--- src/rtl/avg_frame_sequencer_pkg.sv ---
// Shared types and helpers for the growing-sum bin averager frame sequencer.
package avg_frame_sequencer_pkg;

  typedef enum logic [2:0] {
    IDLE  = 3'd0,
    ARMED = 3'd1,
    FRAME = 3'd2,
    GAP   = 3'd3,
    DUMP  = 3'd4
  } state_t;

  // Number of frames summed in one averaging run.
  function automatic int avg_frames(input int n_avgs);
    return 1 << n_avgs;
  endfunction

endpackage

--- src/rtl/avg_frame_sequencer_if.sv ---
// Command/status bundle between the frame sequencer and its surroundings
// (FFT strobe source, bin accumulator datapath and dump consumer).
interface avg_frame_sequencer_if #(
  parameter int BINS   = 4,
  parameter int N_AVGS = 7
) ();

  localparam int BIN_W = $clog2(BINS);

  logic              start;
  logic              abort;
  logic              fft_valid;
  logic              dump_ready;

  logic              acc_en;
  logic              acc_clear;
  logic [BIN_W-1:0]  acc_bin;
  logic              dump_valid;
  logic              busy;
  logic              done;
  logic              overrun;
  logic [N_AVGS:0]   frame_cnt;

  // Controller side: issues commands, frame strobes and dump acceptance.
  modport master (
    output start, abort, fft_valid, dump_ready,
    input  acc_en, acc_clear, acc_bin, dump_valid, busy, done, overrun, frame_cnt
  );

  // Sequencer side.
  modport slave (
    input  start, abort, fft_valid, dump_ready,
    output acc_en, acc_clear, acc_bin, dump_valid, busy, done, overrun, frame_cnt
  );

endinterface

--- src/rtl/avg_frame_sequencer_bin_counter.sv ---
// Modulo-BINS bin index counter with synchronous load-zero, step enable
// and a flag marking the last bin of a frame.
module avg_frame_sequencer_bin_counter #(
  parameter int BINS = 4
) (
  input  logic                     clk,
  input  logic                     areset_n,
  input  logic                     clear_i,
  input  logic                     step_i,
  output logic [$clog2(BINS)-1:0]  count_o,
  output logic                     last_o
);

  localparam int BIN_W = $clog2(BINS);
  localparam logic [BIN_W-1:0] LAST_BIN = BIN_W'(BINS - 1);

  logic [BIN_W-1:0] count_q;

  // Wrapping at the last bin lets back-to-back frames restart at bin 0 for free.
  always_ff @(posedge clk or negedge areset_n) begin
    if (!areset_n) begin
      count_q <= '0;
    end else if (clear_i) begin
      count_q <= '0;
    end else if (step_i) begin
      count_q <= (count_q == LAST_BIN) ? '0 : count_q + 1'b1;
    end
  end

  assign count_o = count_q;
  assign last_o  = (count_q == LAST_BIN);

endmodule

--- src/rtl/avg_frame_sequencer.sv ---
// Control FSM for the growing-sum bin averager: counts 2^N_AVGS FFT frames,
// strobes per-bin accumulation, then hands the sums off over valid/ready.
module avg_frame_sequencer
  import avg_frame_sequencer_pkg::*;
#(
  parameter int BINS   = 4,
  parameter int N_AVGS = 7
) (
  input  logic                  clk,
  input  logic                  areset_n,
  avg_frame_sequencer_if.slave  bus
);

  localparam int BIN_W = $clog2(BINS);
  localparam int CNT_W = N_AVGS + 1;
  localparam logic [CNT_W-1:0] FRAMES = CNT_W'(avg_frames(N_AVGS));

  state_t            state_q;
  logic              acc_en_q;
  logic              acc_clear_q;
  logic              dump_valid_q;
  logic              busy_q;
  logic              done_q;
  logic              overrun_q;
  logic [CNT_W-1:0]  frame_cnt_q;

  logic              bin_clear;
  logic              bin_step;
  logic              bin_last;
  logic [BIN_W-1:0]  bin_idx;
  logic [CNT_W-1:0]  frame_cnt_inc;

  // Bin index restarts on a fresh frame strobe and advances every FRAME cycle.
  assign bin_clear = bus.abort
                   | (((state_q == ARMED) || (state_q == GAP)) && bus.fft_valid);
  assign bin_step  = (state_q == FRAME);
  assign frame_cnt_inc = frame_cnt_q + 1'b1;

  avg_frame_sequencer_bin_counter #(
    .BINS (BINS)
  ) u_bin_counter (
    .clk      (clk),
    .areset_n (areset_n),
    .clear_i  (bin_clear),
    .step_i   (bin_step),
    .count_o  (bin_idx),
    .last_o   (bin_last)
  );

  always_ff @(posedge clk or negedge areset_n) begin
    if (!areset_n) begin
      state_q      <= IDLE;
      acc_en_q     <= 1'b0;
      acc_clear_q  <= 1'b0;
      dump_valid_q <= 1'b0;
      busy_q       <= 1'b0;
      done_q       <= 1'b0;
      overrun_q    <= 1'b0;
      frame_cnt_q  <= '0;
    end else begin
      done_q <= 1'b0;
      if (bus.abort) begin
        state_q      <= IDLE;
        acc_en_q     <= 1'b0;
        acc_clear_q  <= 1'b0;
        dump_valid_q <= 1'b0;
        busy_q       <= 1'b0;
      end else begin
        unique case (state_q)
          IDLE: begin
            if (bus.start) begin
              state_q     <= ARMED;
              busy_q      <= 1'b1;
              frame_cnt_q <= '0;
              overrun_q   <= 1'b0;
            end
          end
          ARMED, GAP: begin
            if (bus.fft_valid) begin
              state_q     <= FRAME;
              acc_en_q    <= 1'b1;
              acc_clear_q <= (frame_cnt_q == '0);
            end
          end
          FRAME: begin
            // Only the last-bin cycle may chain a new frame; earlier strobes are overruns.
            if (bin_last) begin
              frame_cnt_q <= frame_cnt_inc;
              acc_clear_q <= 1'b0;
              if (frame_cnt_inc == FRAMES) begin
                state_q      <= DUMP;
                acc_en_q     <= 1'b0;
                dump_valid_q <= 1'b1;
              end else if (!bus.fft_valid) begin
                state_q  <= GAP;
                acc_en_q <= 1'b0;
              end
            end else if (bus.fft_valid) begin
              overrun_q <= 1'b1;
            end
          end
          DUMP: begin
            if (dump_valid_q && bus.dump_ready) begin
              state_q      <= IDLE;
              dump_valid_q <= 1'b0;
              busy_q       <= 1'b0;
              done_q       <= 1'b1;
            end
          end
          default: begin
            state_q <= IDLE;
          end
        endcase
      end
    end
  end

  assign bus.acc_en     = acc_en_q;
  assign bus.acc_clear  = acc_clear_q;
  assign bus.acc_bin    = bin_idx;
  assign bus.dump_valid = dump_valid_q;
  assign bus.busy       = busy_q;
  assign bus.done       = done_q;
  assign bus.overrun    = overrun_q;
  assign bus.frame_cnt  = frame_cnt_q;

endmodule

--- src/flat_wrapper.sv ---
// flat-port wrapper written by rule: the top's interface ports become plain ports
module avg_frame_sequencer_flat import avg_frame_sequencer_pkg::*;
#(
  parameter int BINS   = 4,
  parameter int N_AVGS = 7
)
  (clk, areset_n, bus_start, bus_abort, bus_fft_valid, bus_dump_ready, bus_acc_en, bus_acc_clear, bus_acc_bin, bus_dump_valid, bus_busy, bus_done, bus_overrun, bus_frame_cnt);
  avg_frame_sequencer_if #(.BINS(BINS), .N_AVGS(N_AVGS)) bus_i ();
  input  logic clk;
  input  logic areset_n;
  input wire logic [$bits(bus_i.start)-1:0] bus_start;
  input wire logic [$bits(bus_i.abort)-1:0] bus_abort;
  input wire logic [$bits(bus_i.fft_valid)-1:0] bus_fft_valid;
  input wire logic [$bits(bus_i.dump_ready)-1:0] bus_dump_ready;
  output wire logic [$bits(bus_i.acc_en)-1:0] bus_acc_en;
  output wire logic [$bits(bus_i.acc_clear)-1:0] bus_acc_clear;
  output wire logic [$bits(bus_i.acc_bin)-1:0] bus_acc_bin;
  output wire logic [$bits(bus_i.dump_valid)-1:0] bus_dump_valid;
  output wire logic [$bits(bus_i.busy)-1:0] bus_busy;
  output wire logic [$bits(bus_i.done)-1:0] bus_done;
  output wire logic [$bits(bus_i.overrun)-1:0] bus_overrun;
  output wire logic [$bits(bus_i.frame_cnt)-1:0] bus_frame_cnt;
  assign bus_i.start = bus_start;
  assign bus_i.abort = bus_abort;
  assign bus_i.fft_valid = bus_fft_valid;
  assign bus_i.dump_ready = bus_dump_ready;
  assign bus_acc_en = bus_i.acc_en;
  assign bus_acc_clear = bus_i.acc_clear;
  assign bus_acc_bin = bus_i.acc_bin;
  assign bus_dump_valid = bus_i.dump_valid;
  assign bus_busy = bus_i.busy;
  assign bus_done = bus_i.done;
  assign bus_overrun = bus_i.overrun;
  assign bus_frame_cnt = bus_i.frame_cnt;
  avg_frame_sequencer #(.BINS(BINS), .N_AVGS(N_AVGS)) u_core (.clk(clk), .areset_n(areset_n), .bus(bus_i));
endmodule
--- config.mk ---
export PLATFORM = sky130hd
export DESIGN_NAME = avg_frame_sequencer_flat
export DESIGN_NICKNAME = d
export VERILOG_FILES = /design/src/rtl/avg_frame_sequencer_pkg.sv /design/src/rtl/avg_frame_sequencer_if.sv /design/src/rtl/avg_frame_sequencer_bin_counter.sv /design/src/rtl/avg_frame_sequencer.sv /design/src/flat_wrapper.sv
export SDC_FILE = /design/constraint.sdc
export NUM_CORES = 1
export LEC_CHECK = 0
export CORE_MARGIN = 2
export CORE_UTILIZATION = 30
export DETAILED_ROUTE_END_ITERATION = 8
export PLACE_DENSITY = 0.5
export RECOVER_POWER = 100
export SLEW_MARGIN = 20
export SYNTH_ARGS = -nofsm -noshare
export SYNTH_HDL_FRONTEND = slang
export SYNTH_SLANG_ARGS = --single-unit
export TNS_END_PERCENT = 1
--- constraint.sdc ---
create_clock -name clk -period 2.5 [get_ports clk]
set_input_delay 0.5 -clock clk [delete_from_list [all_inputs] [get_ports clk]]
set_output_delay 0.5 -clock clk [all_outputs]
set_load 0.05 [all_outputs]
* Yosys cells after proc, flatten, opt, wreduce, memory -nomap -nowiden
Index checks and enable logic that the tools add are counted. Widths: inputs -> output; s select.
Storage, ports and cells: register bits 19, bits of input ports 6, output and inout port bits 16
Operators by class: $add $sub $neg 2, equal/unequal tests 16, muxes and demuxes 38, bitwise logic cells 2, reduce and logical (&&, ||, !) cells 18
Operators with widths (count):
- $mux 3 | 7
- $mux 1 | 19
- $mux 8 | 2
- $pmux 8 s2 | 1
- $ne 3x3->1 const B | 4
- $pmux 3 s4 | 1
- $reduce_and 4->1 | 3
- $pmux 1 s2 | 5
- $reduce_and 5->1 | 2
- $reduce_bool 3->1 | 3
- $add 8x1->8 const B | 1
- $eq 8x8->1 const B | 1
- $logic_not 8->1 | 1
- $ne 2x2->1 const B | 4
- $eq 3x2->1 const B | 2
- $mux 2 | 3
- $reduce_and 3->1 | 2
- $ne 4x4->1 const B | 1
- $reduce_bool 2->1 | 2
- $eq 3x1->1 const B | 1
- $eq 3x3->1 const B | 1
- $logic_not 3->1 | 1
- $ne 3x2->1 const B | 1
- $add 2x1->2 const B | 1
- 6 further kinds | 7

* Longest topological paths before layout
Gate-level depths: netlist of the first run.
depth after elaboration 6, mapped depth 7, depth with buffers taken out 5

* Hierarchy
A second synthesis of the first run with hierarchy kept.
Unflattened totals: cells, all modules 138, area total of the unflattened synthesis 1208.7 µm²
By module, submodules not included:
- avg_frame_sequencer | instances 1, cells an instance 130, area an instance 1108.6 µm², sequential area each 425.4 µm²
- avg_frame_sequencer_bin_counter | instances 1, cells an instance 8, area an instance 100.1 µm², sequential area each 50.0 µm²

* Worst setup path before layout of the first run
No wires, ideal clock.
path type reg2reg, start reg u_core.frame_cnt_q[1] (netlist: u_core.bus.frame_cnt[1]), end reg u_core.acc_en_q (netlist: u_core.bus.acc_en), library setup time 0.136 ns, arrival time 1.792 ns, data required time 2.364 ns, path slack 0.572 ns, stages on the path, launching flop included 6, buffers on the path 0, clock period less this slack 1.928 ns, cell sequence dfrtp_1 > ha_1 > nand2_1 > o32a_1 > a221oi_2 > o41ai_1
Between the ends: word-level cells in the longest chain between the ends 6, elaborated cells on any way between the ends 8, classes of those cells add/sub (1); eq/ne (2); mux (4); reduce/logical (1)
Ends and longest elaborated chain:
- from (decl) | RTL line avg_frame_sequencer.sv:25 | logic [CNT_W-1:0] frame_cnt_q;
- from (signal assigned) | RTL line avg_frame_sequencer.sv:88 | frame_cnt_q <= frame_cnt_inc;
- $add 8x1->8 (*) | RTL line avg_frame_sequencer.sv:37 | assign frame_cnt_inc = frame_cnt_q + 1'b1;
- $eq 8x8->1 (*) | RTL line avg_frame_sequencer.sv:90 | if (frame_cnt_inc == FRAMES) begin
- $mux 1 | RTL line avg_frame_sequencer.sv:90
- $mux 1 | RTL line avg_frame_sequencer.sv:87 | if (bin_last) begin
- $pmux 1 s2 | RTL line avg_frame_sequencer.sv:69 | unique case (state_q)
- $mux 1 | RTL line avg_frame_sequencer.sv:62 | if (bus.abort) begin
- to (signal assigned) | RTL line avg_frame_sequencer.sv:64 | acc_en_q <= 1'b0;
- to (signal assigned) | RTL line avg_frame_sequencer.sv:92 | acc_en_q <= 1'b0;
- to (signal assigned) | RTL line avg_frame_sequencer.sv:96 | acc_en_q <= 1'b0;
- to (decl) | RTL line avg_frame_sequencer.sv:19 | logic acc_en_q;
Mark *: on every way between the ends. The rest lies on a longest branch, timed or not. The select of a mux whose other input is x is not followed. A chain may end at the register's enable or synchronous reset.

* Final worst setup path of the first run
start reg u_core.frame_cnt_q[6] (netlist: u_core.bus.frame_cnt[6]), end out bus_frame_cnt[6]
RTL lines:
- to (decl) | RTL line flat_wrapper.sv:22 | output wire logic [$bits(bus_i.frame_cnt)-1:0] bus_frame_cnt;
No word-level cell between the ends.

==> impl_metrics.ini, run 1 <==
[status]
status = finished clean

[placed_design]
placement.setup.worst_slack_ns = 0.419
place_congestion = 0.863
detailed_place.area_sq_um = 1440
placed_wire_length_estimate_after_detailed_placement_um = 2060
io_buffers = 21

[synth]
synth_edf_count = 0
synthDistinctLibCells = 45
synthArstFlopShare_pct = 100
yosys_most_used_dff = dfrtp_1
synth.avg_cell_area_sq_um = 9.21
synth_seq_cells = 19
total_number_of_yosys_warnings = 0
yosysSeqAreaShare_pct = 38.2
netlist_instances = 135
syn-cell-area_sq_um = 1240
synth_nets = 145

[routing]
antenna_left = 0
dr.first_iter.drc_count = 35
avgRoutedWirePerCell_um = 13.6
dr.pass1.iters = 4
detail_route.vias_per_cell = 5.07
detailroute.via_count = 1019
drc_errors = 0
final_wl_um = 2730

[sta]
post_route_clock_period_utilization_pct = 89.1
worst-slew-pin-transition_ns = 1.03
finalHoldViolations = 0
slack_of_the_critical_path_ns = 0.274
timing.final.crit_period_ns = 2.23
finalClockSkew_ns = 0.000715
final-max-slew-violation-count = 0
rsz0062_at_grt = false
worst_slew_margin_rel_pct = 31.3
setup_viol_count_final = 0
setup_tns_ns = 0
max_freq_mhz = 449

[global_route]
grt_pass1_vias = 1026
grt_antenna_before_repair = 0
grt.overflow.total = 0
grt_first_pass_wirelength_um = 4780
grt_max_degree = 20
groute.usage.overall_pct = 13.7

[finish]
fillers = 398
final_design_area_no_fill_sq_um = 1470
area_delta_synth_final_pct = 18.3
drive_above_1_share_pct = 6.62
antenna_fix_cells = 0
nets = 162

[critical_path]
biggest_fanout_along_the_worst_timing_path = 10
crit-reg2reg-capture = u_core.bus.frame_cnt[7]
cp_slowest_cell = dlygate4sd3_1
path_buf_inv = 1
worst_path_dominant_cell_family = buffers and inverters
crit_end_category = output port
path_cells = dlygate4sd3_1
startpoint_of_the_most_critical_register_to_register_path = u_core.state_q[2]
setup.worst_path.class = flip-flop to output port
cp_slowest_stage_delay_ns = 0.93
timing.reg2reg.setup_slack_ns = 0.39
crit_required_ns = 2.00
ff2ff_path_depth = 4
cp.arrival_ns = 1.73
worstSetupStartpointType = flip-flop

[worst_hold_path]
min_path_cells = 1
hold_path.class = flip-flop to flip-flop
min-delay-start = u_core.bus.acc_clear
worst_hold_path.endpoint = u_core.bus.acc_clear

[power_and_ir_drop]
cellPowerDensity_nw_per_um2 = 452
power.leakage_nw = 0.645
report.power.total_mw = 0.664
worst_ir_drop_vdd_v = 0.000428

[clock_tree]
cts_made_buffers = 3
clkLatencyLatePin_ns = 0.25
clock_sink_count = 19
cts-root-to-sink-buffers = 2
root_buffer = clkbuf_8
clkSlewWorstSetupHoldPaths_ns = 0.07
cts_max_level = 1
cts_tree = built
ctsResizeCount = 0
cts_hold_repair.buffers = 0
cts.repair_timing.setup_buffer_count = 0

[floorplanning]
coreArea_sq_um = 4000
die_area_sq_um = 4680
std_cell_rows = 23
boundaryPins = 22
fp.dieH_um = 68.4
initial_standard_cell_utilization_of_the_core_pct = 31.1
chipWidth_um = 68.4

[flow_run]
drv_cap = 0
[worst max-delay path by stage]
stage | slack (ns) | endpoint | start | depth (start not counted)
4_1_cts | 0.31 | bus_frame_cnt[6] | u_core.bus.frame_cnt[6] | 1
6_report | 0.27 | bus_frame_cnt[6] | u_core.bus.frame_cnt[6] | 1
2_1_floorplan | 0.57 | u_core.bus.acc_en | u_core.bus.frame_cnt[1] | 5
3_3_place_gp | 0.43 | u_core.bus.frame_cnt[6] | bus_abort | 5
5_1_grt | 0.20 | u_core.bus.acc_en | u_core.bus.frame_cnt[1] | 5
3_5_place_dp | 0.42 | u_core.bus.frame_cnt[6] | bus_abort | 5
[registers in the layout (all words and copies together), names as in the netlist]
name	flops
u_core.bus.acc_clear	1
u_core.bus.busy	1
u_core.bus.dump_valid	1
u_core.bus.frame_cnt	8
u_core.bus.acc_en	1
u_core.bus.overrun	1
u_core.state_q	3
u_core.bus.done	1
u_core.u_bin_counter.count_o	2
[kinds of logic after synthesis]
kind of cell / synth area share [%]
AND/OR/NAND/NOR: 21.2
AO/OA/AOI/OAI: 20.4
flip-flops: 38.2
buffers and inverters: 8.95
multiplexers: 5.03
adder cells (fa/ha/maj): 4.02
XOR/XNOR: 2.11
[final cells by class]
type | count | area [sq um] | share of cell area [%]
Multi-Input combinational cell | 99 | 644 | 43.8
Sequential cell | 19 | 475 | 32.3
Timing Repair Buffer | 23 | 221 | 15.1
Tap cell | 50 | 62.6 | 4.25
Clock buffer | 4 | 45.0 | 3.06
Inverter | 6 | 22.5 | 1.53
[Yosys cell counts, types with 3 or more instances]
master	count	share of area, %
dfrtp_1	19	38
nand2_1	13	3.9
nor2_1	12	3.6
a21oi_1	10	4.0
buf_6	6	5.4
inv_1	6	1.8
o21ai_0	6	2.4
ha_1	4	4.0
mux2i_1	4	3.2
nand3_1	4	1.6
clkbuf_1	3	0.91
nand4_1	3	1.5
nor3_1	3	1.2
[report_power, final]
group	internal (mW)	switching [mW]	total (mW)
logic	0.0449	0.0765	0.121
registers	0.319	0.0144	0.334
clock network	0.113	0.0963	0.209
[per-stage QoR]
stage	utilization, %	hold WS, ns	cells
global route	36.8	0.551	201
detailed placement	36.1	0.512	197
global placement	36.1	0.494	197
finish	36.8	0.529	201
CTS	37.2	0.539	201
floorplan	-	0.204	135
[metal layers]
metal  global-route usage (%)  wire length [um]  vias up
li1                         -                 -      515
met1                     18.4              1360      482
met2                     21.0              1250       20
met3                     3.29                98        2
met4                     5.25                27        0
met5                        0                 0        -
[cell usage in the layout, fill, tap and decap left out, types with 2 or more instances in the layout]
master / netlist / final
clkbuf_1: 3 / 2
a31oi_1: 2 / 2
a21oi_1: 10 / 10
a22o_2: 2 / 2
ha_1: 4 / 4
dlygate4sd3_1: 0 / 19
xor2_1: 2 / 2
nand2_1: 13 / 13
nor2b_1: 2 / 2
nor2_1: 12 / 12
nand3_1: 4 / 4
mux2i_1: 4 / 4
nor3_1: 3 / 3
nor4_1: 2 / 2
nand2b_1: 2 / 2
and3_1: 2 / 2
clkbuf_8: 0 / 3
a22o_1: 2 / 2
dfrtp_1: 19 / 19
o21ai_0: 6 / 7
inv_1: 6 / 6
nand4_1: 3 / 3
clkdlybuf4s50_1: 0 / 2
No activity file was read; power rests on OpenSTA's default activity.
==> inputs of run 2 (changes only) <==
--- a/config.mk
+++ b/config.mk
@@ -7,6 +7,7 @@
 export LEC_CHECK = 0
 export CORE_MARGIN = 2
 export CORE_UTILIZATION = 30
+export CTS_BUF_LIST = sky130_fd_sc_hd__clkbuf_4
 export DETAILED_ROUTE_END_ITERATION = 8
 export PLACE_DENSITY = 0.5
 export RECOVER_POWER = 100
==> run 2 against run 1 <==
  * Worst setup slack worse by 0.050 ns
  * Power fell by 7.2%
  * Critical path depth did not move
  * Sequential power barely moved
  * Clock power is 23% lower
  * Utilization fell by 0.38 points
  * Cell area fell by 1.0%
  * Clock-buffer cell count did not move
  * Fmax is 2.2% lower
  * Die area unchanged
  * Global-route usage decreased by 0.099 points
  * Critical endpoint unchanged
  * Highest routed layer unchanged
==> impl_metrics.ini, run 2 (synthesized netlist as in run 1, its figures left out) <==
[status]
status = finished clean

[critical_path]
cp.arrival_ns = 1.78
setup.worst_path.class = flip-flop to output port
worstSetupStartpointType = flip-flop
startpoint_of_the_most_critical_register_to_register_path = u_core.state_q[2]
cp_slowest_stage_delay_ns = 0.93
path_buf_inv = 1
worst_path_dominant_cell_family = buffers and inverters
crit_end_category = output port
crit-reg2reg-capture = u_core.bus.frame_cnt[7]
path_cells = dlygate4sd3_1
timing.reg2reg.setup_slack_ns = 0.38
ff2ff_path_depth = 4
biggest_fanout_along_the_worst_timing_path = 10
crit_required_ns = 2.00
cp_slowest_cell = dlygate4sd3_1

[placed_design]
io_buffers = 21
placed_wire_length_estimate_after_detailed_placement_um = 2060
place_congestion = 0.863
detailed_place.area_sq_um = 1440

[global_route]
grt_pass1_vias = 1014
grt_max_degree = 20
groute.usage.overall_pct = 13.6
grt.overflow.total = 0
grt_antenna_before_repair = 0
grt_first_pass_wirelength_um = 4720

[clock_tree]
cts.repair_timing.setup_buffer_count = 0
cts_made_buffers = 3
cts-root-to-sink-buffers = 2
cts_max_level = 1
ctsResizeCount = 0
clkLatencyLatePin_ns = 0.29
cts_hold_repair.buffers = 0
root_buffer = clkbuf_4
clkSlewWorstSetupHoldPaths_ns = 0.10
cts_tree = built
clock_sink_count = 19

[worst_hold_path]
min-delay-start = u_core.bus.acc_clear
min_path_cells = 1
worst_hold_path.endpoint = u_core.bus.acc_clear
hold_path.class = flip-flop to flip-flop

[power_and_ir_drop]
cellPowerDensity_nw_per_um2 = 423
worst_ir_drop_vdd_v = 0.000346
power.leakage_nw = 0.640
report.power.total_mw = 0.617

[sta]
finalHoldViolations = 0
max_freq_mhz = 439
timing.final.crit_period_ns = 2.28
setup_viol_count_final = 0
rsz0062_at_grt = false
final-max-slew-violation-count = 0
worst-slew-pin-transition_ns = 1.04
setup_tns_ns = 0
worst_slew_margin_rel_pct = 30.8
post_route_clock_period_utilization_pct = 91.0
finalClockSkew_ns = 0.00352

[flow_run]
drv_cap = 0

[floorplanning]
die_area_sq_um = 4680
boundaryPins = 22
coreArea_sq_um = 4000
std_cell_rows = 23
chipWidth_um = 68.4
initial_standard_cell_utilization_of_the_core_pct = 31.1
fp.dieH_um = 68.4

[finish]
final_design_area_no_fill_sq_um = 1460
nets = 162
antenna_fix_cells = 0
highest_count_cells_in_the_layout_ignoring_fill_and_taps = dlygate4sd3_1, dfrtp_1, nand2_1
largest_register_ff_count = 8
fin_util_pct = 36.4
drive_above_1_share_pct = 7.28
area_delta_synth_final_pct = 17.1

[routing]
avgRoutedWirePerCell_um = 13.5
dr.pass1.iters = 4
detailroute.via_count = 1036
detail_route.vias_per_cell = 5.15
dr.first_iter.drc_count = 49
drc_errors = 0
final_wl_um = 2720
antenna_left = 0
==> run 2: how the worst max path moves through the flow <==
stage                       startpoint                       to  slack [ns]  depth (start not counted)
2_1_floorplan  u_core.bus.frame_cnt[1]        u_core.bus.acc_en        0.57                          5
3_3_place_gp                 bus_abort  u_core.bus.frame_cnt[6]        0.43                          5
3_5_place_dp                 bus_abort  u_core.bus.frame_cnt[6]        0.42                          5
4_1_cts        u_core.bus.frame_cnt[6]         bus_frame_cnt[6]        0.25                          1
5_1_grt        u_core.bus.frame_cnt[6]         bus_frame_cnt[6]        0.13                          1
6_report       u_core.bus.frame_cnt[6]         bus_frame_cnt[6]        0.22                          1
==> run 2: metrics by stage <==
stage	setup slack [ns]	hold WS, ns	instances
after global routing	0.130	0.570	201
after CTS	0.255	0.529	201
after floorplan	0.572	0.204	135
after detailed placement	0.419	0.512	197
final	0.224	0.538	201
after global placement	0.429	0.494	197
==> run 2: cell type report <==
cell class              instances  area, sq um
repair buffers                 23          221
flip-flops and latches         19          475
fillers                       401         2540
well taps                      50         62.6
multi-input cells              99          644
inverters                       6         22.5
clock buffers                   4         30.0
==> run 2: report_power, final <==
group / switching, mW / leakage (nW) / internal, mW
Clock: 0.0886 / 0.0184 / 0.0728
Combinational: 0.0769 / 0.362 / 0.0450
Sequential: 0.0142 / 0.260 / 0.319
Total: 0.180 / 0.640 / 0.437
==> run 2: metal layers <==
layer	vias up	global-route usage, %	wire (um)
li1	518	-	-
met1	488	18.1	1310
met2	28	21.0	1250
met3	2	3.29	133
met4	0	5.25	27
met5	-	0	0
==> inputs of run 3 (changes only) <==
--- a/config.mk
+++ b/config.mk
@@ -5,11 +5,13 @@
 export SDC_FILE = /design/constraint.sdc
 export NUM_CORES = 1
 export LEC_CHECK = 0
+export CELL_PAD_IN_SITES_DETAIL_PLACEMENT = 0
+export CELL_PAD_IN_SITES_GLOBAL_PLACEMENT = 1
 export CORE_MARGIN = 2
 export CORE_UTILIZATION = 30
 export CTS_BUF_LIST = sky130_fd_sc_hd__clkbuf_4
 export DETAILED_ROUTE_END_ITERATION = 8
-export PLACE_DENSITY = 0.5
+export PLACE_DENSITY = 0.63
 export RECOVER_POWER = 100
 export SLEW_MARGIN = 20
 export SYNTH_ARGS = -nofsm -noshare
==> run 3 against run 2 <==
  * Combinational power about the same
  * Via count about the same
  * Sequential cell count unchanged
  * Utilization up 0.19 points
  * Register-to-register slack worse by 0.03 ns
  * Routed wire length up 5.0%
==> impl_metrics.ini, run 3 (synthesized netlist as in run 1, its figures left out) <==
[finish]
antenna_fix_cells = 0
area_delta_synth_final_pct = 17.7
drive_above_1_share_pct = 7.89
stdcell_count = 202
largest_register_ff_count = 8
nets = 163
highest_count_cells_in_the_layout_ignoring_fill_and_taps = dlygate4sd3_1, dfrtp_1, nand2_1

[routing]
detail_route.vias_per_cell = 5.12
final_wl_um = 2860
drc_errors = 0
antenna_left = 0
dr.first_iter.drc_count = 42
avgRoutedWirePerCell_um = 14.1
detailroute.via_count = 1035
dr.pass1.iters = 4

[clock_tree]
cts_tree = built
cts_hold_repair.buffers = 0
ctsResizeCount = 0
clkSlewWorstSetupHoldPaths_ns = 0.11
clock_sink_count = 19
clkLatencyLatePin_ns = 0.30
cts_max_level = 1
cts_made_buffers = 3
cts-root-to-sink-buffers = 2
cts.repair_timing.setup_buffer_count = 0
root_buffer = clkbuf_4

[power_and_ir_drop]
share_of_total_power_in_sequential_cells_pct = 53.3
cellPowerDensity_nw_per_um2 = 428
pwr-share-comb_pct = 19.6
power_frac_clock_pct = 27.1
p_sw_share_pct = 30.2
power.leakage_nw = 0.646
internal_power_mw = 0.437
report.power.total_mw = 0.626
worst_ir_drop_vdd_v = 0.000308
net-switching-power_mw = 0.189

[floorplanning]
chipWidth_um = 68.4
die_area_sq_um = 4680
std_cell_rows = 23
fp.dieH_um = 68.4
boundaryPins = 22
initial_standard_cell_utilization_of_the_core_pct = 31.1
coreArea_sq_um = 4000

[sta]
worst_slew_margin_rel_pct = 30.0
finalHoldViolations = 0
slack_of_the_critical_path_ns = 0.214
timing.final.crit_period_ns = 2.29
final-max-slew-violation-count = 0
rsz0062_at_grt = false
setup_viol_count_final = 0
setup_tns_ns = 0
post_route_clock_period_utilization_pct = 91.5
worst-slew-pin-transition_ns = 1.05
finalClockSkew_ns = 0.00188
max_freq_mhz = 437
worst_hold_slack_ns = 0.555

[status]
status = finished clean

[critical_path]
crit_required_ns = 2.00
cp_slowest_stage_delay_ns = 0.93
cp.arrival_ns = 1.79
biggest_fanout_along_the_worst_timing_path = 10
path_cells = dlygate4sd3_1
crit_end_category = output port
worst_path_dominant_cell_family = buffers and inverters
cp_slowest_cell = dlygate4sd3_1
path_buf_inv = 1
setup.worst_path.class = flip-flop to output port
worstSetupStartpointType = flip-flop

[global_route]
grt_max_degree = 20
grt.overflow.total = 0
groute.usage.overall_pct = 13.9
grt_antenna_before_repair = 0
grt_first_pass_wirelength_um = 4810
grt_pass1_vias = 969

[placed_design]
placed_wire_length_estimate_after_detailed_placement_um = 2080
placement.setup.worst_slack_ns = 0.380
placedCellCount = 198
io_buffers = 21
place_congestion = 0.838

[worst_hold_path]
hold_path.class = flip-flop to flip-flop

[flow_run]
drv_cap = 0
## run 3: cell types whose count changed in the layout (fill, tap and decap cells not counted), sizes merged
cell / delta
buf: +1
## run 3: path summary, 6_finish.rpt
| kind | startpoint | to | slack, ns | depth (start not counted) |
|---|---|---|---|---|
| max in group asynchronous | areset_n | u_core.bus.frame_cnt[6] | 0.98 | 2 |
| min in group asynchronous | areset_n | u_core.u_bin_counter.count_o[1] | 0.89 | 2 |
| hold / removal | u_core.bus.acc_clear | u_core.bus.acc_clear | 0.55 | 1 |
| setup / recovery | u_core.bus.frame_cnt[6] | bus_frame_cnt[6] | 0.21 | 1 |
| setup reg to reg | u_core.state_q[0] | u_core.bus.frame_cnt[6] | 0.35 | 4 |
| hold reg to reg | u_core.bus.acc_clear | u_core.bus.acc_clear | 0.55 | 1 |
## run 3: cell type report
type	count	area (sq um)
fill	408	2540
multi-input combinational	99	644
sequential	19	475
timing repair buffer	24	229
tap	50	62.6
clock buffer	4	30.0
inverter	6	22.5
## run 3: metrics by stage
| step | utilization, % | instance area, sq um |
|---|---|---|
| 2_1_floorplan | - | 1240 |
| 3_3_place_gp | 36.3 | 1450 |
| 3_5_place_dp | 36.3 | 1450 |
| 4_1_cts | 37.0 | 1480 |
| 5_1_grt | 36.6 | 1460 |
| 6_report | 36.6 | 1460 |
## run 3: power by group through the flow
stage | clock network (mW) | registers [mW] | logic (mW)
6_report | 0.170 | 0.334 | 0.123
5_1_grt | 0.191 | 0.336 | 0.135
4_1_cts | 0.176 | 0.334 | 0.130
3_5_place_dp | 0 | 0.340 | 0.129
3_3_place_gp | 0 | 0.339 | 0.129
2_1_floorplan | 0 | 0.369 | 0.0547
## run 3: routing by layer
| layer | routed length (um) | up-vias | share of wire (%) | global-route usage [%] |
|---|---|---|---|---|
| met2 | 1270 | 23 | 45 | 20.4 |
| met5 | 0 | - | 0 | 0 |
| li1 | - | 519 | - | - |
| met1 | 1450 | 491 | 51 | 19.8 |
| met4 | 27 | 0 | 0.94 | 3.75 |
| met3 | 105 | 2 | 3.7 | 3.95 |
